==> src/rtl/multicycle_control_unit.sv <==
// Multicycle instruction sequencer: FETCH/DECODE/EXEC/MEM/WB FSM with a
// hardware return stack for CALL/RET and a sticky error halt.
module multicycle_control_unit #(
   parameter int PC_W        = 16,
   parameter int REG_AW      = 5,
   parameter int STACK_DEPTH = 8
) (
   input  logic                        clk,
   input  logic                        reset,
   output logic                        imem_req,
   output logic [PC_W-1:0]             imem_addr,
   input  logic                        imem_valid,
   input  logic [63:0]                 imem_data,
   output logic                        reg_read_enable,
   output logic [REG_AW-1:0]           read_reg1_addr,
   output logic [REG_AW-1:0]           read_reg2_addr,
   output logic                        alu_enable,
   output logic [5:0]                  alu_op,
   output logic                        alu_imm_sel,
   output logic [15:0]                 immediate,
   input  logic                        alu_sign,
   input  logic                        alu_zero,
   input  logic                        alu_overflow,
   output logic                        dmem_read,
   output logic                        dmem_write,
   output logic [15:0]                 dmem_addr,
   input  logic                        dmem_ready,
   output logic                        reg_write_enable,
   output logic [REG_AW-1:0]           write_reg_addr,
   output logic                        wb_sel,
   output logic [2:0]                  flags,
   output logic [PC_W-1:0]             pc,
   output logic [$clog2(STACK_DEPTH):0] stack_count,
   output logic                        halted,
   output logic [1:0]                  error_code
);
   localparam int SW = $clog2(STACK_DEPTH);
   localparam int CW = SW + 1;

   localparam logic [5:0] T_ALU_R = 6'd0;
   localparam logic [5:0] T_ALU_I = 6'd1;
   localparam logic [5:0] T_MEM   = 6'd2;
   localparam logic [5:0] T_BR    = 6'd4;
   localparam logic [5:0] T_CMP   = 6'd5;
   localparam logic [5:0] T_NOP   = 6'd6;

   localparam logic [5:0] OP_LOAD  = 6'd1;
   localparam logic [5:0] OP_STORE = 6'd2;
   localparam logic [5:0] OP_JMP   = 6'd1;
   localparam logic [5:0] OP_CALL  = 6'd2;
   localparam logic [5:0] OP_RET   = 6'd3;
   localparam logic [5:0] OP_JZ    = 6'd4;

   localparam logic [1:0] ERR_NONE    = 2'b00;
   localparam logic [1:0] ERR_ILLEGAL = 2'b01;
   localparam logic [1:0] ERR_OVER    = 2'b10;
   localparam logic [1:0] ERR_UNDER   = 2'b11;

   typedef enum logic [2:0] {S_FETCH, S_DECODE, S_EXEC, S_MEM, S_WB, S_HALT} state_t;

   state_t            state_reg, state_next;
   logic [63:0]       ir_reg, ir_next;
   logic [PC_W-1:0]   pc_reg, pc_next;
   logic [2:0]        flags_reg, flags_next;
   logic [CW-1:0]     count_reg, count_next;
   logic [1:0]        err_reg, err_next;
   logic              push_en;

   logic [PC_W-1:0]   stack_mem [STACK_DEPTH];

   logic [5:0]        ir_type, ir_op;
   logic [15:0]       ir_imm;
   logic [REG_AW-1:0] ir_rd;
   logic [PC_W-1:0]   pc_inc, imm_pc;
   logic [SW-1:0]     push_idx, pop_idx;
   logic              unused_ir_bits;

   assign ir_type  = ir_reg[63:58];
   assign ir_op    = ir_reg[57:52];
   assign ir_rd    = ir_reg[47 +: REG_AW];
   assign ir_imm   = ir_reg[15:0];
   assign pc_inc   = pc_reg + PC_W'(1);
   assign imm_pc   = PC_W'(ir_imm);
   assign push_idx = SW'(count_reg);
   assign pop_idx  = SW'(count_reg - CW'(1));
   assign unused_ir_bits = ^ir_reg[36:16];

   always_ff @(posedge clk or posedge reset) begin
      if (reset) begin
         state_reg <= S_FETCH;
         ir_reg    <= '0;
         pc_reg    <= '0;
         flags_reg <= '0;
         count_reg <= '0;
         err_reg   <= ERR_NONE;
      end else begin
         state_reg <= state_next;
         ir_reg    <= ir_next;
         pc_reg    <= pc_next;
         flags_reg <= flags_next;
         count_reg <= count_next;
         err_reg   <= err_next;
      end
   end

   // Return-stack storage carries no reset; only entries below count_reg are meaningful.
   always_ff @(posedge clk) begin
      if (push_en) begin
         stack_mem[push_idx] <= pc_inc;
      end
   end

   always_comb begin
      state_next = state_reg;
      ir_next    = ir_reg;
      pc_next    = pc_reg;
      flags_next = flags_reg;
      count_next = count_reg;
      err_next   = err_reg;
      push_en    = 1'b0;
      case (state_reg)
         S_FETCH: begin
            if (imem_valid) begin
               ir_next    = imem_data;
               state_next = S_DECODE;
            end
         end
         S_DECODE: begin
            state_next = S_FETCH;
            case (ir_type)
               T_ALU_R, T_ALU_I, T_CMP: state_next = S_EXEC;
               T_MEM: begin
                  if (ir_op == OP_LOAD || ir_op == OP_STORE) begin
                     state_next = S_MEM;
                  end else begin
                     state_next = S_HALT;
                     err_next   = ERR_ILLEGAL;
                  end
               end
               T_BR: begin
                  case (ir_op)
                     OP_JMP: pc_next = imm_pc;
                     OP_CALL: begin
                        if (count_reg == CW'(STACK_DEPTH)) begin
                           state_next = S_HALT;
                           err_next   = ERR_OVER;
                        end else begin
                           push_en    = 1'b1;
                           count_next = count_reg + CW'(1);
                           pc_next    = imm_pc;
                        end
                     end
                     OP_RET: begin
                        if (count_reg == '0) begin
                           state_next = S_HALT;
                           err_next   = ERR_UNDER;
                        end else begin
                           count_next = count_reg - CW'(1);
                           pc_next    = stack_mem[pop_idx];
                        end
                     end
                     OP_JZ: pc_next = flags_reg[1] ? imm_pc : pc_inc;
                     default: begin
                        state_next = S_HALT;
                        err_next   = ERR_ILLEGAL;
                     end
                  endcase
               end
               T_NOP: pc_next = pc_inc;
               default: begin
                  state_next = S_HALT;
                  err_next   = ERR_ILLEGAL;
               end
            endcase
         end
         S_EXEC: begin
            if (ir_type == T_CMP) begin
               flags_next = {alu_sign, alu_zero, alu_overflow};
               pc_next    = pc_inc;
               state_next = S_FETCH;
            end else begin
               state_next = S_WB;
            end
         end
         S_MEM: begin
            if (dmem_ready) begin
               if (ir_op == OP_LOAD) begin
                  state_next = S_WB;
               end else begin
                  pc_next    = pc_inc;
                  state_next = S_FETCH;
               end
            end
         end
         S_WB: begin
            pc_next    = pc_inc;
            state_next = S_FETCH;
         end
         S_HALT: state_next = S_HALT;
         default: state_next = S_FETCH;
      endcase
   end

   // Strobes are forced low while reset is asserted, even though state already reads FETCH.
   always_comb begin
      imem_req         = 1'b0;
      reg_read_enable  = 1'b0;
      alu_enable       = 1'b0;
      dmem_read        = 1'b0;
      dmem_write       = 1'b0;
      reg_write_enable = 1'b0;
      wb_sel           = 1'b0;
      if (!reset) begin
         case (state_reg)
            S_FETCH:  imem_req = 1'b1;
            S_DECODE: reg_read_enable = 1'b1;
            S_EXEC:   alu_enable = 1'b1;
            S_MEM: begin
               dmem_read  = (ir_op == OP_LOAD);
               dmem_write = (ir_op == OP_STORE);
            end
            S_WB: begin
               reg_write_enable = (ir_rd != '0);
               wb_sel           = (ir_type == T_MEM);
            end
            default: ;
         endcase
      end
   end

   assign imem_addr      = pc_reg;
   assign pc             = pc_reg;
   assign read_reg1_addr = ir_reg[42 +: REG_AW];
   assign read_reg2_addr = ir_reg[37 +: REG_AW];
   assign write_reg_addr = ir_rd;
   assign alu_op         = ir_op;
   assign alu_imm_sel    = (ir_type == T_ALU_I);
   assign immediate      = ir_imm;
   assign dmem_addr      = ir_imm;
   assign flags          = flags_reg;
   assign stack_count    = count_reg;
   assign halted         = (state_reg == S_HALT);
   assign error_code     = err_reg;

endmodule

==> config.mk <==
export PLATFORM = sky130hd
export DESIGN_NAME = multicycle_control_unit
export DESIGN_NICKNAME = d
export VERILOG_FILES = /design/src/rtl/multicycle_control_unit.sv
export SDC_FILE = /design/constraint.sdc
export NUM_CORES = 1
export LEC_CHECK = 0
export ABC_AREA = 1
export CAP_MARGIN = 10
export CORE_AREA = 5 5 144 146
export CTS_CLUSTER_SIZE = 25
export DETAILED_ROUTE_END_ITERATION = 10
export DIE_AREA = 0 0 149 151
export GPL_TIMING_DRIVEN = 0
export PLACE_DENSITY_LB_ADDON = 0.12
export SYNTH_ARGS = -nofsm -noshare
export SYNTH_HDL_FRONTEND = slang
export SYNTH_SLANG_ARGS = --single-unit
==> constraint.sdc <==
create_clock -name clk -period 3.4 [get_ports clk]
set_input_delay 0.51 -clock clk [delete_from_list [all_inputs] [get_ports clk]]
set_output_delay 0.51 -clock clk [all_outputs]
set_load 0.1 [all_outputs]
Word level (Yosys, flattened, before mapping)
Memories as Yosys holds them, arrays and structs flattened.
Cells that the tools add are included.
{ "totals": {"n_memories": 1, "output_inout_bits": 103, "mem_bits_rw": 128, "regBits": 92, "wordCells": 103, "in_bits": 71} }
{ "mem_list": {"columns": ["memory", "words", "word_bits", "rd", "rd_clocked_by_memory_dff", "write_ports", "line_no", "source"], "rows": [
  ["stack_mem", 8, 16, 1, 0, 1, "69", "logic [PC_W-1:0] stack_mem [STACK_DEPTH];"]
]} }
{ "classes": {"n_bitwise": 1, "mux": 47, "addsub": 3, "eq_ne": 29, "reduce_logical": 16} }
{ "ops": {"columns": ["operator", "count"], "rows": [
  ["16-bit case mux with 4 select lines", 2],
  ["16-bit 2-to-1 mux", 6],
  ["16-bit case mux with 2 select lines", 1],
  ["6-bit by 3-bit == test with 1-bit output, second input constant", 4],
  ["3-bit 2-to-1 mux", 7],
  ["1-bit 2-to-1 mux", 20],
  ["6-bit by 2-bit == test with 1-bit output, second input constant", 3],
  ["16-bit by 1-bit adder with 16-bit output, second input constant", 1],
  ["2-bit inequality test, second input constant", 8],
  ["3-bit case mux with 5 select lines", 1],
  ["6-bit by 1-bit == test with 1-bit output, second input constant", 2],
  ["2-bit case mux with 3 select lines", 2],
  ["3-bit case mux with 4 select lines", 1],
  ["3-bit case mux with 3 select lines", 1],
  ["4-bit 2-to-1 mux", 2],
  ["4-bit inequality test, second input constant", 2],
  ["4-bit case mux with 2 select lines", 1],
  ["8-bit AND reduction", 1],
  ["3-bit by 2-bit == test with 1-bit output, second input constant", 2],
  ["3-bit == test, second input constant", 2],
  ["6-bit logical NOT", 1],
  ["2-bit 2-to-1 mux", 3],
  ["3-bit inequality test, second input constant", 2],
  ["6-bit by 5-bit inequality test with 1-bit output, second input constant", 1],
  ["18 further kinds", 20]
]} }

Depth between registers and ports, before layout
{ "depth": {"depth_word": 7, "depth_mapped": 17, "mapped_depth_nobuf": 15} }

Worst setup path after synthesis
OpenSTA, ideal clock, no wires.
{ "synth_timing": {"path_kind": "input to output", "startpoint": "in reset", "endpoint": "out wb_sel", "slack_ns": -0.713, "t_arrival_ns": 3.603, "cell_stages": 2, "n_path_buf": 1, "t_required_ns": 2.890, "path_cell_list": "clkbuf_1 nor4_1"} }
{ "synth_between": {"elab_chain_cells": 1} }
{ "synth_rtl": {"columns": ["element", "line_no", "source"], "rows": [
  ["start: declaration", "9", "input logic reset,"],
  ["1-bit 2-to-1 mux", "213", "if (!reset) begin"],
  ["end: declaration", "30", "output logic wb_sel,"]
]} }
Every way passes these cells.

Final worst setup path
{ "layout_timing": {"startpoint": "reg state_reg[0]", "endpoint": "out wb_sel"} }
{ "layout_between": {"elab_chain_cells": 3} }
{ "layout_rtl": {"columns": ["element", "line_no", "source"], "rows": [
  ["start: declaration", "61", "state_t state_reg, state_next;"],
  ["start signal: assignment", "97", "state_reg <= state_next;"],
  ["3-bit == test", "214", "case (state_reg)"],
  ["1-bit 2-to-1 mux", "214", null],
  ["1-bit 2-to-1 mux", "213", null]
]} }
Every way passes these cells.

==> results.yml <==
placed_design:
  dp.cells: 1565
  post-dp-hpwl_mm: 20.7
  gp_congestion: 0.909
  post-place-ws_ns: 0.282
  io_buffers: 151
sta:
  fmax_mhz: 311
  min_period_over_period_pct: 94.5
  rsz0062_at_grt: "no"
  whs_ns: 0.213
  worst_slack_ns: 0.189
  worst_pin_slew_ns: 1.04
  min_period_ns: 3.21
  skew_ns: 0.0129
  hold_violations: 0
  slew_headroom_pct: 30.3
  drv_slew: 0
  setup_viol_count_final: 0
layout:
  num_antenna_cells: 0
  area_delta_synth_final_pct: 26.0
  n_fill_cell: 1556
  multiInputGateArea_um2: 3570
  largest_reg_flops: 128
  fin_nets: 1394
  drive_above_1_share_pct: 16.4
  regArea_um2: 5620
  layoutNonFillerInstCount: 1597
clock_tree:
  clockRootBuffer: "clkbuf_16"
  cts_inserted_buffers: 17
  clkSlewWorstSetupHoldPaths_ns: 0.08
  cts_setup_buffers: 0
  cts_max_level: 4
  clk_latency_ns: 0.44
  ctsHoldBuffers: 0
  cts_buffer_depth: 2
  cts_tree: "yes"
  cts.sinks: 199
  cts_resized: 0
synthesis:
  yosysWarnings: 0
  synth_compound_gate_area_share_pct: 3.83
  synth-xor-area-share_pct: 0.512
  synth_fa_ha_area_share_pct: 0.488
  synth_seq_cells: 199
  ys.flop_type: "edfxtp_1"
  synth_mux_area_share_pct: 3.84
  synth-async-reset-ratio_pct: 35.7
  avgSynthCellArea_um2: 9.02
  syn_inst: 1138
  synth_top_family_by_area: "simple AND/OR/NAND/NOR gates"
  synth-simple-area-share_pct: 25.6
  ys_types: 36
  synth_fp_nets: 1213
  synth_area_um2: 10300
  synth_edf_count: 128
  synth-seq-area-share_pct: 54.8
global_route:
  grt_usage_pct: 25.5
  overflow: 0
  antenna_found_initial: 0
  grt_max_degree: 53
  grt_pass1_vias: 7998
  grt_pass1_wl_mm: 43.7
route:
  dr_total_vias: 8176
  drt-vias-per-instance: 5.12
  first_pass_iters: 5
  ant_nets: 0
  drt-total-wl_mm: 27.9
  drc: 0
  wl_per_cell_um: 17.5
  drt_iter0_drc: 658
setup_path:
  cp_top_family: "buffers and inverters"
  crit_type: "register to output pin"
  crit_buf_inv: 1
  cp.required_ns: 2.89
  cp_data_arrival_time_ns: 2.70
  startpoint_type: "register"
  cp_max_fo: 4
  crit_path_max_incr_delay_ns: 1.18
  path_cells: "nor2_1 > nand2_1 > nor4_2 > clkdlybuf4s50_1"
  slowest_stage: "clkdlybuf4s50_1"
  endpoint_kind: "output pin"
power_and_ir_drop:
  clockPowerShare_pct: 15.1
  p_leak_nw: 5.65
  switchingPower_w: 0.00715
  finalPower_w: 0.0136
  cellPowerDensity_nw_per_um2: 1050
  peakVddDrop_mv: 1.20
  internal_power_w: 0.00641
  p_seq_share_pct: 27.6
  comb_power_share_pct: 57.3
  sw_frac_of_total_pct: 52.8
hold_path:
  worst_hold_path_type: "input port to async pin"
floorplanning:
  core_um2: 19300
  die_x_um: 149
  io-pin-count: 174
  dieArea_um2: 22500
  fp-row-count: 51
  die_h_um: 151
  initial_core_util_pct: 53.2
flow_run:
  max-cap-violations: 0
run_status:
  status: "completed"
## cell usage in the layout (no fill, tap or decap), drive strengths merged, types with 3 or more instances in the layout
cell           instances
nand2                341
clkdlybuf4s50        151
nor2                 129
edfxtp               128
inv                  115
buf                  104
nand3                102
dfrtp                 71
o21ai                 47
mux2                  35
clkbuf                29
a21oi                 21
nor3                  10
nand4                  8
or2                    7
xor2                   6
clkinvlp               5
clkinv                 5
ha                     4
o21bai                 3
nand3b                 3
## metal layers
metal / global-route usage (%) / share of wire (%) / vias up
met4: 7.05 / 1.9 / 0
met3: 6.58 / 9.1 / 45
met5: 0 / 0 / -
li1: - / - / 3985
met1: 34.7 / 42 / 3751
met2: 40.9 / 47 / 395
## cells by family (layout without fill, tap and decap cells)
logic type               Yosys count  count (layout)
flip-flops                       199             199
buffers and inverters            217             411
AO/OA/AOI/OAI                     75              75
AND/OR/NAND/NOR                  602             602
adder cells (fa/ha/maj)            4               4
multiplexers                      35              35
XOR/XNOR                           6               6
## area by class of cell
cell class,count,area share [%]
repair buffers,162,13.0
clock inverters,15,1.33
multi-input cells,722,27.6
plain buffers,105,5.44
clock buffers,17,3.29
inverters,112,3.27
flip-flops and latches,199,43.5
well taps,265,2.56
## Yosys cell counts (8+ instances only)
master,n,area (um2)
inv_2,8,30.0
buf_2,19,95.1
nor3_1,10,50.1
nand3_1,96,480
a21oi_1,21,105
inv_1,104,390
nand2_1,338,1270
nor2_1,115,432
buf_4,72,541
dfrtp_1,71,1780
edfxtp_1,128,3840
mux2_2,35,394
o21ai_0,46,230
clkbuf_1,12,45.0
## power groups by stage
stage | registers [W] | logic, W | clock network [W]
4_1_cts | 0.00374 | 0.00778 | 0.00206
6_report | 0.00374 | 0.00777 | 0.00205
5_1_grt | 0.00380 | 0.00816 | 0.00216
3_5_place_dp | 0.00378 | 0.00775 | 0
3_3_place_gp | 0.00377 | 0.00770 | 0
2_1_floorplan | 0.00428 | 0.00546 | 0
## path summary, 6_finish.rpt
kind                                     start  slack (ns)  cells after the start         endpoint
worst max-delay path              state_reg[0]        0.19                      4           wb_sel
worst min-delay path                     reset        0.21                      2       ir_reg[48]
worst max register to register  stack_count[0]        0.28                     12  stack_mem[2][6]
worst min register to register   error_code[0]        0.49                      2    error_code[0]
max in group asynchronous                reset        2.64                      3     imem_addr[1]
min in group clk                 error_code[0]        0.49                      2    error_code[0]
## stage by stage
step / TNS [ns] / area (um2) / utilization, %
after global routing: 0 / 12900 / 67.1
after detailed placement: 0 / 12300 / 64.0
after floorplan: -30.53 / 10300 / -
after global placement: -92.34 / 12100 / 62.9
after CTS: 0 / 12900 / 67.1
final: 0 / 12900 / 67.1
Power figures use the tool's default switching activity.
